--- config.mk ---
export PLATFORM = sky130hd
export DESIGN_NAME = trig_master
export DESIGN_NICKNAME = d
export VERILOG_FILES = /design/src/rtl/trig_master_pkg.sv /design/src/rtl/trig_serializer.sv /design/src/rtl/trig_master.sv
export SDC_FILE = /design/constraint.sdc
export NUM_CORES = 1
export LEC_CHECK = 0
export ABC_AREA = 1
export BUFFER_PORTS_ARGS = -buffer_cell sky130_fd_sc_hd__buf_2
export CELL_PAD_IN_SITES_DETAIL_PLACEMENT = 2
export CELL_PAD_IN_SITES_GLOBAL_PLACEMENT = 2
export CORE_AREA = 2 2 155 157
export CTS_CLUSTER_SIZE = 28
export DETAILED_ROUTE_END_ITERATION = 6
export DIE_AREA = 0 0 157 159
export PLACE_DENSITY_LB_ADDON = 0.1
export RECOVER_POWER = 100
export REMOVE_ABC_BUFFERS = 1
export SLEW_MARGIN = 15
export SYNTH_ARGS = -nofsm -noshare
export SYNTH_HDL_FRONTEND = slang
export SYNTH_SLANG_ARGS = --single-unit
--- constraint.sdc ---
create_clock -name clk -period 3 [get_ports clk]
set_clock_uncertainty 0.15 [all_clocks]
set_input_delay 0.75 -clock clk [delete_from_list [all_inputs] [get_ports clk]]
set_output_delay 0.75 -clock clk [all_outputs]
set_load 0.02 [all_outputs]
--- src/rtl/trig_master_pkg.sv ---
// Shared definitions for the trigger master: FSM encoding and frame layout.
package trig_master_pkg;

  typedef enum logic [1:0] {
    ST_IDLE = 2'd0,
    ST_SEND = 2'd1,
    ST_DEAD = 2'd2
  } state_e;

  localparam logic START_BIT = 1'b1;

  // Frame = start bit + token bits + even-parity bit.
  function automatic int frame_len(input int tbits);
    return tbits + 2;
  endfunction

endpackage

--- src/rtl/trig_serializer.sv ---
// Load/shift register emitting one trigger frame on mtrig_o, MSB first.
module trig_serializer
  import trig_master_pkg::*;
#(
  parameter int TBITS = 16
) (
  input  logic             clk,
  input  logic             reset,
  input  logic             load_i,
  input  logic [TBITS-1:0] tok_i,
  output logic             mtrig_o,
  output logic             last_o
);

  localparam int FLEN = frame_len(TBITS);
  localparam int CW   = $clog2(FLEN);

  logic [FLEN-1:0] sr_q, sr_d;
  logic [CW-1:0]   bcnt_q, bcnt_d;
  logic            act_q, act_d;

  always_comb begin
    sr_d   = sr_q;
    bcnt_d = bcnt_q;
    act_d  = act_q;
    if (load_i) begin
      sr_d   = {START_BIT, tok_i, ^tok_i};
      bcnt_d = '0;
      act_d  = 1'b1;
    end else if (act_q) begin
      // Zeros shift in behind the frame, so the line idles low afterwards.
      sr_d = {sr_q[FLEN-2:0], 1'b0};
      if (bcnt_q == CW'(FLEN-1)) begin
        act_d  = 1'b0;
        bcnt_d = '0;
      end else begin
        bcnt_d = bcnt_q + CW'(1);
      end
    end
  end

  always_ff @(posedge clk) begin
    if (reset) begin
      sr_q   <= '0;
      bcnt_q <= '0;
      act_q  <= 1'b0;
    end else begin
      sr_q   <= sr_d;
      bcnt_q <= bcnt_d;
      act_q  <= act_d;
    end
  end

  assign mtrig_o = sr_q[FLEN-1];
  assign last_o  = act_q && (bcnt_q == CW'(FLEN-1));

endmodule

--- src/rtl/trig_master.sv ---
// Trigger master: prescales requests, serializes a token frame, then holds off for a dead time.
module trig_master
  import trig_master_pkg::*;
#(
  parameter int TBITS  = 16,
  parameter int DTBITS = 16
) (
  input  logic              clk,
  input  logic              reset,
  input  logic              trigin,
  input  logic              enable,
  input  logic [15:0]       prescale,
  input  logic [DTBITS-1:0] deadtime,
  output logic              mtrig,
  output logic [TBITS-1:0]  token,
  output logic              tok_vld,
  output logic              busy,
  output logic [31:0]       cnt_acc,
  output logic [15:0]       cnt_lost
);

  state_e            state_q, state_d;
  logic [TBITS-1:0]  tokcnt_q, tokcnt_d, token_q, token_d;
  logic              tok_vld_q, tok_vld_d, busy_q;
  logic [31:0]       acc_q, acc_d;
  logic [15:0]       lost_q, lost_d, ps_q, ps_d;
  logic [DTBITS-1:0] dcnt_q, dcnt_d;
  logic              accept, ser_last;

  always_comb begin
    state_d   = state_q;
    tokcnt_d  = tokcnt_q;
    token_d   = token_q;
    tok_vld_d = 1'b0;
    acc_d     = acc_q;
    lost_d    = lost_q;
    ps_d      = ps_q;
    dcnt_d    = dcnt_q;
    accept    = 1'b0;
    unique case (state_q)
      ST_IDLE: begin
        if (enable && trigin) begin
          if (ps_q == prescale) begin
            // Dead time is latched here so mid-frame changes hit the next trigger.
            accept    = 1'b1;
            ps_d      = '0;
            state_d   = ST_SEND;
            tok_vld_d = 1'b1;
            token_d   = tokcnt_q;
            tokcnt_d  = tokcnt_q + TBITS'(1);
            acc_d     = acc_q + 32'd1;
            dcnt_d    = deadtime;
          end else begin
            ps_d = ps_q + 16'd1;
          end
        end
      end
      ST_SEND: begin
        if (ser_last) state_d = (dcnt_q == '0) ? ST_IDLE : ST_DEAD;
      end
      ST_DEAD: begin
        if (dcnt_q <= DTBITS'(1)) begin
          state_d = ST_IDLE;
          dcnt_d  = '0;
        end else begin
          dcnt_d = dcnt_q - DTBITS'(1);
        end
      end
      default: state_d = ST_IDLE;
    endcase
    if (!enable) ps_d = '0;
    if ((state_q != ST_IDLE) && trigin && (lost_q != 16'hFFFF)) lost_d = lost_q + 16'd1;
  end

  always_ff @(posedge clk) begin
    if (reset) begin
      state_q   <= ST_IDLE;
      tokcnt_q  <= '0;
      token_q   <= '0;
      tok_vld_q <= 1'b0;
      busy_q    <= 1'b0;
      acc_q     <= '0;
      lost_q    <= '0;
      ps_q      <= '0;
      dcnt_q    <= '0;
    end else begin
      state_q   <= state_d;
      tokcnt_q  <= tokcnt_d;
      token_q   <= token_d;
      tok_vld_q <= tok_vld_d;
      busy_q    <= (state_d != ST_IDLE);
      acc_q     <= acc_d;
      lost_q    <= lost_d;
      ps_q      <= ps_d;
      dcnt_q    <= dcnt_d;
    end
  end

  trig_serializer #(.TBITS(TBITS)) u_ser (
    .clk     (clk),
    .reset   (reset),
    .load_i  (accept),
    .tok_i   (tokcnt_q),
    .mtrig_o (mtrig),
    .last_o  (ser_last)
  );

  assign token    = token_q;
  assign tok_vld  = tok_vld_q;
  assign busy     = busy_q;
  assign cnt_acc  = acc_q;
  assign cnt_lost = lost_q;

endmodule

==> impl_metrics.xml, run 1 <==
<?xml version="1.0" encoding="UTF-8"?>
<metrics>
  <group name="run_status">
    <metric name="run_status" unit="">finished, final reports clean</metric>
  </group>
  <group name="finish">
    <metric name="sequential_cell_area" unit="sq mm">0.00280</metric>
    <metric name="layoutNonFillerInstCount" unit="">1666</metric>
    <metric name="multi_input_area" unit="sq mm">0.00439</metric>
    <metric name="num-fill-cells" unit="">2915</metric>
    <metric name="fin_util" unit="%">39.2</metric>
    <metric name="total_nets_final" unit="">1385</metric>
    <metric name="drive_above_1_share" unit="%">7.28</metric>
    <metric name="final_design_area_no_fill" unit="sq mm">0.00908</metric>
    <metric name="diodes" unit="">0</metric>
    <metric name="flow.area_growth_from_synthesis" unit="%">15.9</metric>
  </group>
  <group name="global_route">
    <metric name="first_global_vias" unit="">8989</metric>
    <metric name="grt_max_degree" unit="">36</metric>
    <metric name="grt_first_pass_wirelength" unit="mm">45.2</metric>
    <metric name="global_route.overflow_total" unit="">0</metric>
    <metric name="grt_usage" unit="%">22.3</metric>
    <metric name="antenna_found_initial" unit="">0</metric>
  </group>
  <group name="routing">
    <metric name="drt-vias-per-instance" unit="">4.99</metric>
    <metric name="postRouteAntennaNets" unit="">0</metric>
    <metric name="post-route-drc-count" unit="">0</metric>
    <metric name="drt_pass1_iterations" unit="">4</metric>
    <metric name="wl_per_cell" unit="microns">16.2</metric>
    <metric name="wl" unit="mm">27.0</metric>
    <metric name="first_iter_violations" unit="">313</metric>
    <metric name="routed-via-count" unit="">8309</metric>
  </group>
  <group name="power_and_ir_drop">
    <metric name="p_int" unit="mW">3.05</metric>
    <metric name="pwr_density_cell" unit="mW/mm^2">438</metric>
    <metric name="static-leakage-power" unit="nW">3.93</metric>
    <metric name="report.power.total" unit="mW">3.98</metric>
    <metric name="power.share.combinational" unit="%">3.1</metric>
    <metric name="switching_portion_of_total_power" unit="%">23.4</metric>
    <metric name="clock_power_share" unit="%">50.2</metric>
    <metric name="total_switching_power" unit="mW">0.933</metric>
    <metric name="seq_power_share" unit="%">46.7</metric>
    <metric name="highest_ir_drop_seen_on_vdd" unit="mV">0.325</metric>
  </group>
  <group name="cts">
    <metric name="post_cts.repair.setup_buffers" unit="">0</metric>
    <metric name="postCtsResizedCells" unit="">0</metric>
    <metric name="cts_tree" unit="">built</metric>
    <metric name="worst_skew_pair.late_latency" unit="ps">430</metric>
    <metric name="holdBufCountCts" unit="">0</metric>
    <metric name="tritoncts.num_buffers" unit="">17</metric>
    <metric name="clk_path_buf_depth" unit="">2</metric>
    <metric name="clk_transition_reported_paths" unit="ps">60</metric>
    <metric name="ctsHtreeMaxLevel" unit="">4</metric>
    <metric name="ctsRootBufferMaster" unit="">sky130_fd_sc_hd__clkbuf_16</metric>
    <metric name="cts_sinks" unit="">140</metric>
  </group>
  <group name="synth">
    <metric name="synth_fa_ha_area_share" unit="%">2.24</metric>
    <metric name="synth_compound_area_share" unit="%">7.57</metric>
    <metric name="largest_family_of_logic_cells_by_synthesized_area" unit="">simple AND/OR/NAND/NOR gates</metric>
    <metric name="yosys.area_share.xor_xnor" unit="%">4.81</metric>
    <metric name="seq_area_frac_synth" unit="%">35.8</metric>
    <metric name="synth-edff-count" unit="">0</metric>
    <metric name="synth_cells" unit="">1237</metric>
    <metric name="post_synth_mux_area_share" unit="%">0</metric>
    <metric name="post_synth_and_or_nand_nor_area_fraction" unit="%">41.6</metric>
    <metric name="synth_seq_cells" unit="">140</metric>
    <metric name="synth_async_sr_flop_share" unit="%">0</metric>
    <metric name="syn_avg_cell_area" unit="sq um">6.33</metric>
    <metric name="synthesis.area" unit="sq mm">0.00784</metric>
    <metric name="ys_types" unit="">38</metric>
    <metric name="synthFlopType" unit="">sky130_fd_sc_hd__dfxtp_1</metric>
    <metric name="yosysWarnings" unit="">0</metric>
  </group>
  <group name="placement">
    <metric name="dpl-instance-area" unit="sq mm">0.00865</metric>
    <metric name="dp_hpwl" unit="mm">19.7</metric>
    <metric name="number_of_cells_after_detailed_placement" unit="">1635</metric>
    <metric name="place_congestion" unit="">0.771</metric>
    <metric name="place.port_buffers" unit="">102</metric>
  </group>
  <group name="floorplan">
    <metric name="die_area" unit="sq mm">0.0250</metric>
    <metric name="placeableCoreArea" unit="sq mm">0.0232</metric>
    <metric name="die_w" unit="microns">157</metric>
    <metric name="effective_utilization_at_floorplan" unit="%">33.8</metric>
    <metric name="die_height" unit="microns">159</metric>
    <metric name="num_rows" unit="">56</metric>
    <metric name="boundaryPins" unit="">103</metric>
  </group>
  <group name="timing">
    <metric name="fin_tns_setup" unit="ps">0</metric>
    <metric name="max_clock_freq" unit="GHz">0.392</metric>
    <metric name="relSlewSlack" unit="%">50.6</metric>
    <metric name="grt_setup_unrepaired" unit="">false</metric>
    <metric name="worst-slew-pin-transition" unit="ps">740</metric>
    <metric name="finalSetupViolCount" unit="">0</metric>
    <metric name="timing.final.crit_share" unit="%">85.1</metric>
    <metric name="report.final.hold_viol_count" unit="">0</metric>
    <metric name="final-max-slew-violation-count" unit="">0</metric>
    <metric name="finalWorstPathRequiredPeriod" unit="ps">2550</metric>
  </group>
  <group name="run">
    <metric name="number_of_maximum_capacitance_constraint_violations" unit="">0</metric>
  </group>
  <group name="worst_setup_path">
    <metric name="arrival" unit="ps">2730</metric>
    <metric name="setup.worst_path.end_class" unit="">flip-flop</metric>
    <metric name="critical_path_required" unit="ps">3180</metric>
    <metric name="timing.rr.start" unit="">ps_q[3]$_SDFFE_PP0P_</metric>
    <metric name="critical_path_peak_fanout" unit="">35</metric>
    <metric name="critical_path_type" unit="">reg2reg</metric>
    <metric name="crit_family" unit="">simple AND/OR/NAND/NOR gates</metric>
    <metric name="cp-startpoint" unit="">ps_q[3]$_SDFFE_PP0P_</metric>
    <metric name="slowest_delay" unit="ps">540</metric>
    <metric name="element_type_at_the_critical_path_start" unit="">flip-flop</metric>
    <metric name="critical_path_buf_inv_count" unit="">2</metric>
    <metric name="cp_cell_sequence" unit="">inv_2 &gt; nand2_1 &gt; nand2_1 &gt; nor2_1 &gt; nand2_1 &gt; nor2_1 &gt; nand3_4 &gt; buf_4 &gt; nor2_1 &gt; nand2_1 &gt; nand2_1 &gt; nor2_1</metric>
    <metric name="slowest_stage" unit="">sky130_fd_sc_hd__nor2_1</metric>
    <metric name="crit_path_frequent_cell" unit="">sky130_fd_sc_hd__nand2_1</metric>
  </group>
  <group name="min_path">
    <metric name="hp-start" unit="">token[1]$_SDFFE_PP0P_</metric>
    <metric name="worst_hold_path_type" unit="">reg2reg</metric>
  </group>
</metrics>
==> worst reg2reg max path, stage by stage, from the launching register on <==
cell	delay, ps
sky130_fd_sc_hd__dfxtp_1	450
sky130_fd_sc_hd__inv_2	60
sky130_fd_sc_hd__nand2_1	60
sky130_fd_sc_hd__nand2_1	50
sky130_fd_sc_hd__nor2_1	130
sky130_fd_sc_hd__nand2_1	90
sky130_fd_sc_hd__nor2_1	540
sky130_fd_sc_hd__nand3_4	200
sky130_fd_sc_hd__buf_4	310
sky130_fd_sc_hd__nor2_1	220
sky130_fd_sc_hd__nand2_1	90
sky130_fd_sc_hd__nand2_1	70
sky130_fd_sc_hd__nor2_1	40
==> cell usage in the layout (no fill, tap or decap), drive strengths merged, types with 2 or more instances in the layout <==
cell,netlist,final
nor3b,4,4
o21ai,59,59
nand2,389,389
nand4,15,15
ha,14,14
nand3b,13,13
dfxtp,140,140
nor2,219,219
clkbuf,19,90
a31oi,2,2
buf,21,51
o22ai,2,2
nor3,29,29
nand2b,2,2
clkinv,0,7
xor2,30,30
inv,109,109
nand3,102,102
a21oi,50,50
xnor2,13,13
==> routing by layer <==
metal / track usage (%) / part of all wire, %
met5: 0 / 0
met4: 4.67 / 0.83
met3: 3.40 / 2.3
met2: 41.2 / 52
met1: 27.0 / 45
==> stage by stage <==
stage | hold slack, ps | setup slack (ps)
final | 323 | 446
after global routing | 356 | 238
after CTS | 328 | 683
after detailed placement | 315 | 306
after global placement | 309 | 397
after floorplan | 309 | 276
==> power by group through the flow <==
stage	clock, mW	sequential, mW	combinational, mW
2_1_floorplan	0	1.90	0.0559
3_3_place_gp	0	1.90	0.120
3_5_place_dp	0	1.90	0.124
4_1_cts	2.05	1.86	0.125
5_1_grt	2.14	1.86	0.137
6_report	2.00	1.86	0.122
==> worst paths after layout <==
check	slack, ps	endpoint	depth (start not counted)
max	450	cnt_acc[17]$_SDFFE_PP0P_	12
min reg2reg	320	token[1]$_SDFFE_PP0P_	2
min	320	token[1]$_SDFFE_PP0P_	2
max reg2reg	450	cnt_acc[17]$_SDFFE_PP0P_	12
==> synth_stat cells (all sizes together), types with 4 or more instances <==
| cell | count | area [sq um] |
|---|---|---|
| nor3b | 4 | 30.0 |
| ha | 14 | 175 |
| a21oi | 50 | 250 |
| xor2 | 30 | 263 |
| nand3 | 102 | 523 |
| nor2 | 219 | 866 |
| nand3b | 13 | 97.6 |
| clkbuf | 19 | 72.6 |
| buf | 21 | 148 |
| xnor2 | 13 | 114 |
| nand2 | 389 | 1470 |
| o21ai | 59 | 295 |
| dfxtp | 140 | 2800 |
| inv | 109 | 409 |
| nand4 | 15 | 100 |
| nor3 | 29 | 145 |
==> final cells by class <==
type	instances	area share, %
multi-input combinational	948	48.4
timing repair buffer	119	6.06
clock inverter	9	0.799
sequential	140	30.9
inverter	109	4.51
tap	319	4.40
clock buffer	22	5.00
==> state kept, by name, summed over array words and instances, names as in the netlist, 5 cells and up <==
name	cells
ps_q	16
tokcnt_q	16
u_ser.bcnt_q	5
cnt_lost	16
u_ser.sr_q	18
token	16
cnt_acc	32
dcnt_q	16
==> cell families (layout without fill, tap and decap cells) <==
group / after synthesis / count (layout)
xor+xnor: 43 / 43
fa+ha+maj: 14 / 14
simple gates: 775 / 775
compound gates: 116 / 116
buf+inv: 149 / 259
flops: 140 / 140
No activity file was read; power rests on OpenSTA's default activity.
==> inputs of run 2 (changes only) <==
--- a/config.mk
+++ b/config.mk
@@ -9,14 +9,15 @@
 export BUFFER_PORTS_ARGS = -buffer_cell sky130_fd_sc_hd__buf_2
 export CELL_PAD_IN_SITES_DETAIL_PLACEMENT = 2
 export CELL_PAD_IN_SITES_GLOBAL_PLACEMENT = 2
-export CORE_AREA = 2 2 155 157
+export CORE_AREA = 2 2 156 158
 export CTS_CLUSTER_SIZE = 28
 export DETAILED_ROUTE_END_ITERATION = 6
-export DIE_AREA = 0 0 157 159
+export DIE_AREA = 0 0 158 160
 export PLACE_DENSITY_LB_ADDON = 0.1
 export RECOVER_POWER = 100
 export REMOVE_ABC_BUFFERS = 1
 export SLEW_MARGIN = 15
 export SYNTH_ARGS = -nofsm -noshare
 export SYNTH_HDL_FRONTEND = slang
+export SYNTH_HIERARCHICAL = 1
 export SYNTH_SLANG_ARGS = --single-unit
==> impl_metrics.xml, run 2 <==
<?xml version="1.0" encoding="UTF-8"?>
<metrics>
  <group name="finish">
    <metric name="num-fill-cells" unit="">3075</metric>
    <metric name="flow.area_growth_from_synthesis" unit="%">16.2</metric>
    <metric name="final_design_area_no_fill" unit="sq mm">0.00923</metric>
    <metric name="drive_above_1_share" unit="%">7.24</metric>
    <metric name="most-common-layout-cells" unit="">sky130_fd_sc_hd__nand2_1, sky130_fd_sc_hd__nor2_1, sky130_fd_sc_hd__dfxtp_1</metric>
    <metric name="total_nets_final" unit="">1415</metric>
    <metric name="largest_reg_flops" unit="">32</metric>
    <metric name="layoutNonFillerInstCount" unit="">1706</metric>
    <metric name="most_common_cell_after_layout_fill_and_taps_aside" unit="">sky130_fd_sc_hd__nand2_1</metric>
    <metric name="diodes" unit="">0</metric>
  </group>
  <group name="floorplan">
    <metric name="placeableCoreArea" unit="sq mm">0.0238</metric>
    <metric name="num_rows" unit="">57</metric>
    <metric name="die_area" unit="sq mm">0.0253</metric>
    <metric name="boundaryPins" unit="">103</metric>
    <metric name="die_height" unit="microns">160</metric>
    <metric name="effective_utilization_at_floorplan" unit="%">33.3</metric>
    <metric name="die_w" unit="microns">158</metric>
  </group>
  <group name="timing">
    <metric name="max_clock_freq" unit="GHz">0.372</metric>
    <metric name="finalHoldWorstSlack" unit="ps">317</metric>
    <metric name="grt_setup_unrepaired" unit="">false</metric>
    <metric name="fin_tns_setup" unit="ps">0</metric>
    <metric name="report.final.hold_viol_count" unit="">0</metric>
    <metric name="relSlewSlack" unit="%">44.4</metric>
    <metric name="final-max-slew-violation-count" unit="">0</metric>
    <metric name="finalSetupViolCount" unit="">0</metric>
    <metric name="finalWorstPathRequiredPeriod" unit="ps">2690</metric>
    <metric name="timing.final.crit_share" unit="%">89.7</metric>
    <metric name="worst-slew-pin-transition" unit="ps">830</metric>
  </group>
  <group name="worst_setup_path">
    <metric name="critical_path_peak_fanout" unit="">16</metric>
    <metric name="critical_path_type" unit="">reg2reg</metric>
    <metric name="critical_path_required" unit="ps">3200</metric>
    <metric name="crit_family" unit="">simple AND/OR/NAND/NOR gates</metric>
    <metric name="cp_cell_sequence" unit="">inv_1 &gt; nand2_1 &gt; nand2_1 &gt; nor2_1 &gt; nand2_1 &gt; nor2_4 &gt; nand3_4 &gt; inv_2 &gt; nor2_1 &gt; inv_1 &gt; buf_4 &gt; o221ai_1 &gt; nor2_1</metric>
    <metric name="slowest_stage" unit="">sky130_fd_sc_hd__dfxtp_1</metric>
    <metric name="element_type_at_the_critical_path_start" unit="">flip-flop</metric>
    <metric name="crit_cells" unit="">13</metric>
    <metric name="worstRegToRegCells" unit="">13</metric>
    <metric name="critical_path_buf_inv_count" unit="">4</metric>
    <metric name="arrival" unit="ps">2900</metric>
    <metric name="setup.worst_path.end_class" unit="">flip-flop</metric>
    <metric name="cp-startpoint" unit="">ps_q[4]$_SDFFE_PP0P_</metric>
    <metric name="timing.rr.start" unit="">ps_q[4]$_SDFFE_PP0P_</metric>
    <metric name="slowest_delay" unit="ps">420</metric>
  </group>
  <group name="power_and_ir_drop">
    <metric name="highest_ir_drop_seen_on_vdd" unit="mV">0.269</metric>
    <metric name="static-leakage-power" unit="nW">3.83</metric>
    <metric name="pwr_density_cell" unit="mW/mm^2">439</metric>
  </group>
  <group name="global_route">
    <metric name="grt_max_degree" unit="">39</metric>
    <metric name="grt_usage" unit="%">23.2</metric>
    <metric name="global_route.overflow_total" unit="">0</metric>
    <metric name="first_global_vias" unit="">9235</metric>
    <metric name="grt_first_pass_wirelength" unit="mm">47.2</metric>
    <metric name="antenna_found_initial" unit="">2</metric>
  </group>
  <group name="routing">
    <metric name="routed-via-count" unit="">8620</metric>
    <metric name="wl" unit="mm">28.3</metric>
    <metric name="postRouteAntennaNets" unit="">0</metric>
    <metric name="drt-vias-per-instance" unit="">5.05</metric>
    <metric name="post-route-drc-count" unit="">0</metric>
    <metric name="first_iter_violations" unit="">294</metric>
    <metric name="wl_per_cell" unit="microns">16.6</metric>
    <metric name="drt_pass1_iterations" unit="">4</metric>
  </group>
  <group name="synth">
    <metric name="yosysWarnings" unit="">6</metric>
    <metric name="synth_top_area_cell" unit="">sky130_fd_sc_hd__dfxtp_1</metric>
    <metric name="synth_cells" unit="">1269</metric>
    <metric name="synthFlopType" unit="">sky130_fd_sc_hd__dfxtp_1</metric>
    <metric name="synth-edff-count" unit="">0</metric>
    <metric name="area_fraction_of_the_dominant_cell_type_after_synthesis" unit="%">35.3</metric>
    <metric name="top_post_synthesis_cells_by_count" unit="">sky130_fd_sc_hd__nand2_1, sky130_fd_sc_hd__nor2_1, sky130_fd_sc_hd__dfxtp_1</metric>
    <metric name="post-synth-top-count-cell" unit="">sky130_fd_sc_hd__nand2_1</metric>
    <metric name="synthesis.area" unit="sq mm">0.00794</metric>
    <metric name="seq_area_frac_synth" unit="%">35.3</metric>
    <metric name="synth_async_sr_flop_share" unit="%">0</metric>
    <metric name="synthTopCellsByArea" unit="">sky130_fd_sc_hd__dfxtp_1, sky130_fd_sc_hd__nand2_1, sky130_fd_sc_hd__nor2_1</metric>
    <metric name="syn_avg_cell_area" unit="sq um">6.26</metric>
    <metric name="synth_seq_cells" unit="">140</metric>
    <metric name="ys_types" unit="">38</metric>
  </group>
  <group name="cts">
    <metric name="worst_skew_pair.late_latency" unit="ps">430</metric>
    <metric name="cts_sinks" unit="">140</metric>
    <metric name="postCtsResizedCells" unit="">0</metric>
    <metric name="holdBufCountCts" unit="">0</metric>
    <metric name="cts_tree" unit="">built</metric>
    <metric name="clk_path_buf_depth" unit="">2</metric>
    <metric name="clk_transition_reported_paths" unit="ps">60</metric>
    <metric name="ctsRootBufferMaster" unit="">sky130_fd_sc_hd__clkbuf_16</metric>
    <metric name="ctsHtreeMaxLevel" unit="">4</metric>
    <metric name="tritoncts.num_buffers" unit="">17</metric>
    <metric name="post_cts.repair.setup_buffers" unit="">0</metric>
  </group>
  <group name="run_status">
    <metric name="run_status" unit="">finished, final reports clean</metric>
  </group>
  <group name="placement">
    <metric name="dpl-instance-area" unit="sq mm">0.00879</metric>
    <metric name="place.port_buffers" unit="">102</metric>
    <metric name="dp_hpwl" unit="mm">20.4</metric>
    <metric name="place_congestion" unit="">0.762</metric>
    <metric name="number_of_cells_after_detailed_placement" unit="">1675</metric>
  </group>
  <group name="min_path">
    <metric name="hp-start" unit="">u_ser/sr_q[17]$_SDFFE_PP0P_</metric>
    <metric name="timing.hold.worst_path_depth" unit="">2</metric>
    <metric name="worst_hold_path_type" unit="">reg2reg</metric>
  </group>
  <group name="run">
    <metric name="number_of_maximum_capacitance_constraint_violations" unit="">0</metric>
  </group>
</metrics>
[run 2: cell count changes after synthesis, moves of 8 or more]
| cell | previous run | this run |
|---|---|---|
| sky130_fd_sc_hd__o221ai_1 | 0 | 16 |
| sky130_fd_sc_hd__nand3b_1 | 13 | 5 |
| sky130_fd_sc_hd__nand2_1 | 386 | 355 |
| sky130_fd_sc_hd__nor2_1 | 213 | 261 |
| sky130_fd_sc_hd__nor3_1 | 29 | 39 |
| sky130_fd_sc_hd__inv_1 | 99 | 125 |
| sky130_fd_sc_hd__nand3_1 | 101 | 71 |
[run 2: cell type report]
cell class	count	area, sq um	area share [%]
multi-input combinational	955	4380	47.5
sequential	140	2800	30.4
timing repair buffer	119	567	6.14
inverter	137	514	5.57
clock buffer	19	443	4.80
tap	324	405	4.39
clock inverter	12	113	1.22
[run 2: cell families (layout without fill, tap and decap cells)]
logic type	Yosys count	after routing	share of synthesized area, %
buf+inv	174	287	9.22
xor+xnor	36	36	3.97
flops	140	140	35.3
simple gates	770	770	40.3
fa+ha+maj	9	9	1.42
compound gates	140	140	9.82
[run 2: per-layer routing]
metal	vias to the layer above	part of all wire (%)	global-route usage [%]
met5	-	0.074	0
met4	4	0.80	4.63
met3	21	3.0	4.29
met2	112	50	41.7
met1	4260	46	28.8
li1	4223	-	-
[run 2: worst register-to-register path, cell delays in order (launching register included)]
cell,delay (ps)
sky130_fd_sc_hd__dfxtp_1,420
sky130_fd_sc_hd__inv_1,120
sky130_fd_sc_hd__nand2_1,70
sky130_fd_sc_hd__nand2_1,50
sky130_fd_sc_hd__nor2_1,210
sky130_fd_sc_hd__nand2_1,130
sky130_fd_sc_hd__nor2_4,210
sky130_fd_sc_hd__nand3_4,230
sky130_fd_sc_hd__inv_2,320
sky130_fd_sc_hd__nor2_1,120
sky130_fd_sc_hd__inv_1,70
sky130_fd_sc_hd__buf_4,210
sky130_fd_sc_hd__o221ai_1,150
sky130_fd_sc_hd__nor2_1,160
[run 2: final timing paths]
kind,endpoint,slack [ps]
worst max-delay path,u_ser/sr_q[5]$_SDFFE_PP0P_,310
worst min-delay path,u_ser/sr_q[17]$_SDFFE_PP0P_,320
worst max register to register,u_ser/sr_q[5]$_SDFFE_PP0P_,310
worst min register to register,u_ser/sr_q[17]$_SDFFE_PP0P_,320
[run 2: where the power goes]
part	internal (mW)	switching, mW	leakage [nW]
registers	1.86	0.00115	1.13
logic	0.0425	0.0774	2.43
clock network	1.17	0.904	0.270
[run 2: through the flow]
step | total power [mW] | setup WS [ps] | util (%)
after floorplan | 1.96 | -106 | -
after global placement | 2.02 | 75.8 | 36.9
after detailed placement | 2.02 | -14.5 | 36.9
after CTS | 4.10 | 312 | 39.2
after global routing | 4.19 | 76.8 | 38.7
final | 4.05 | 309 | 38.7
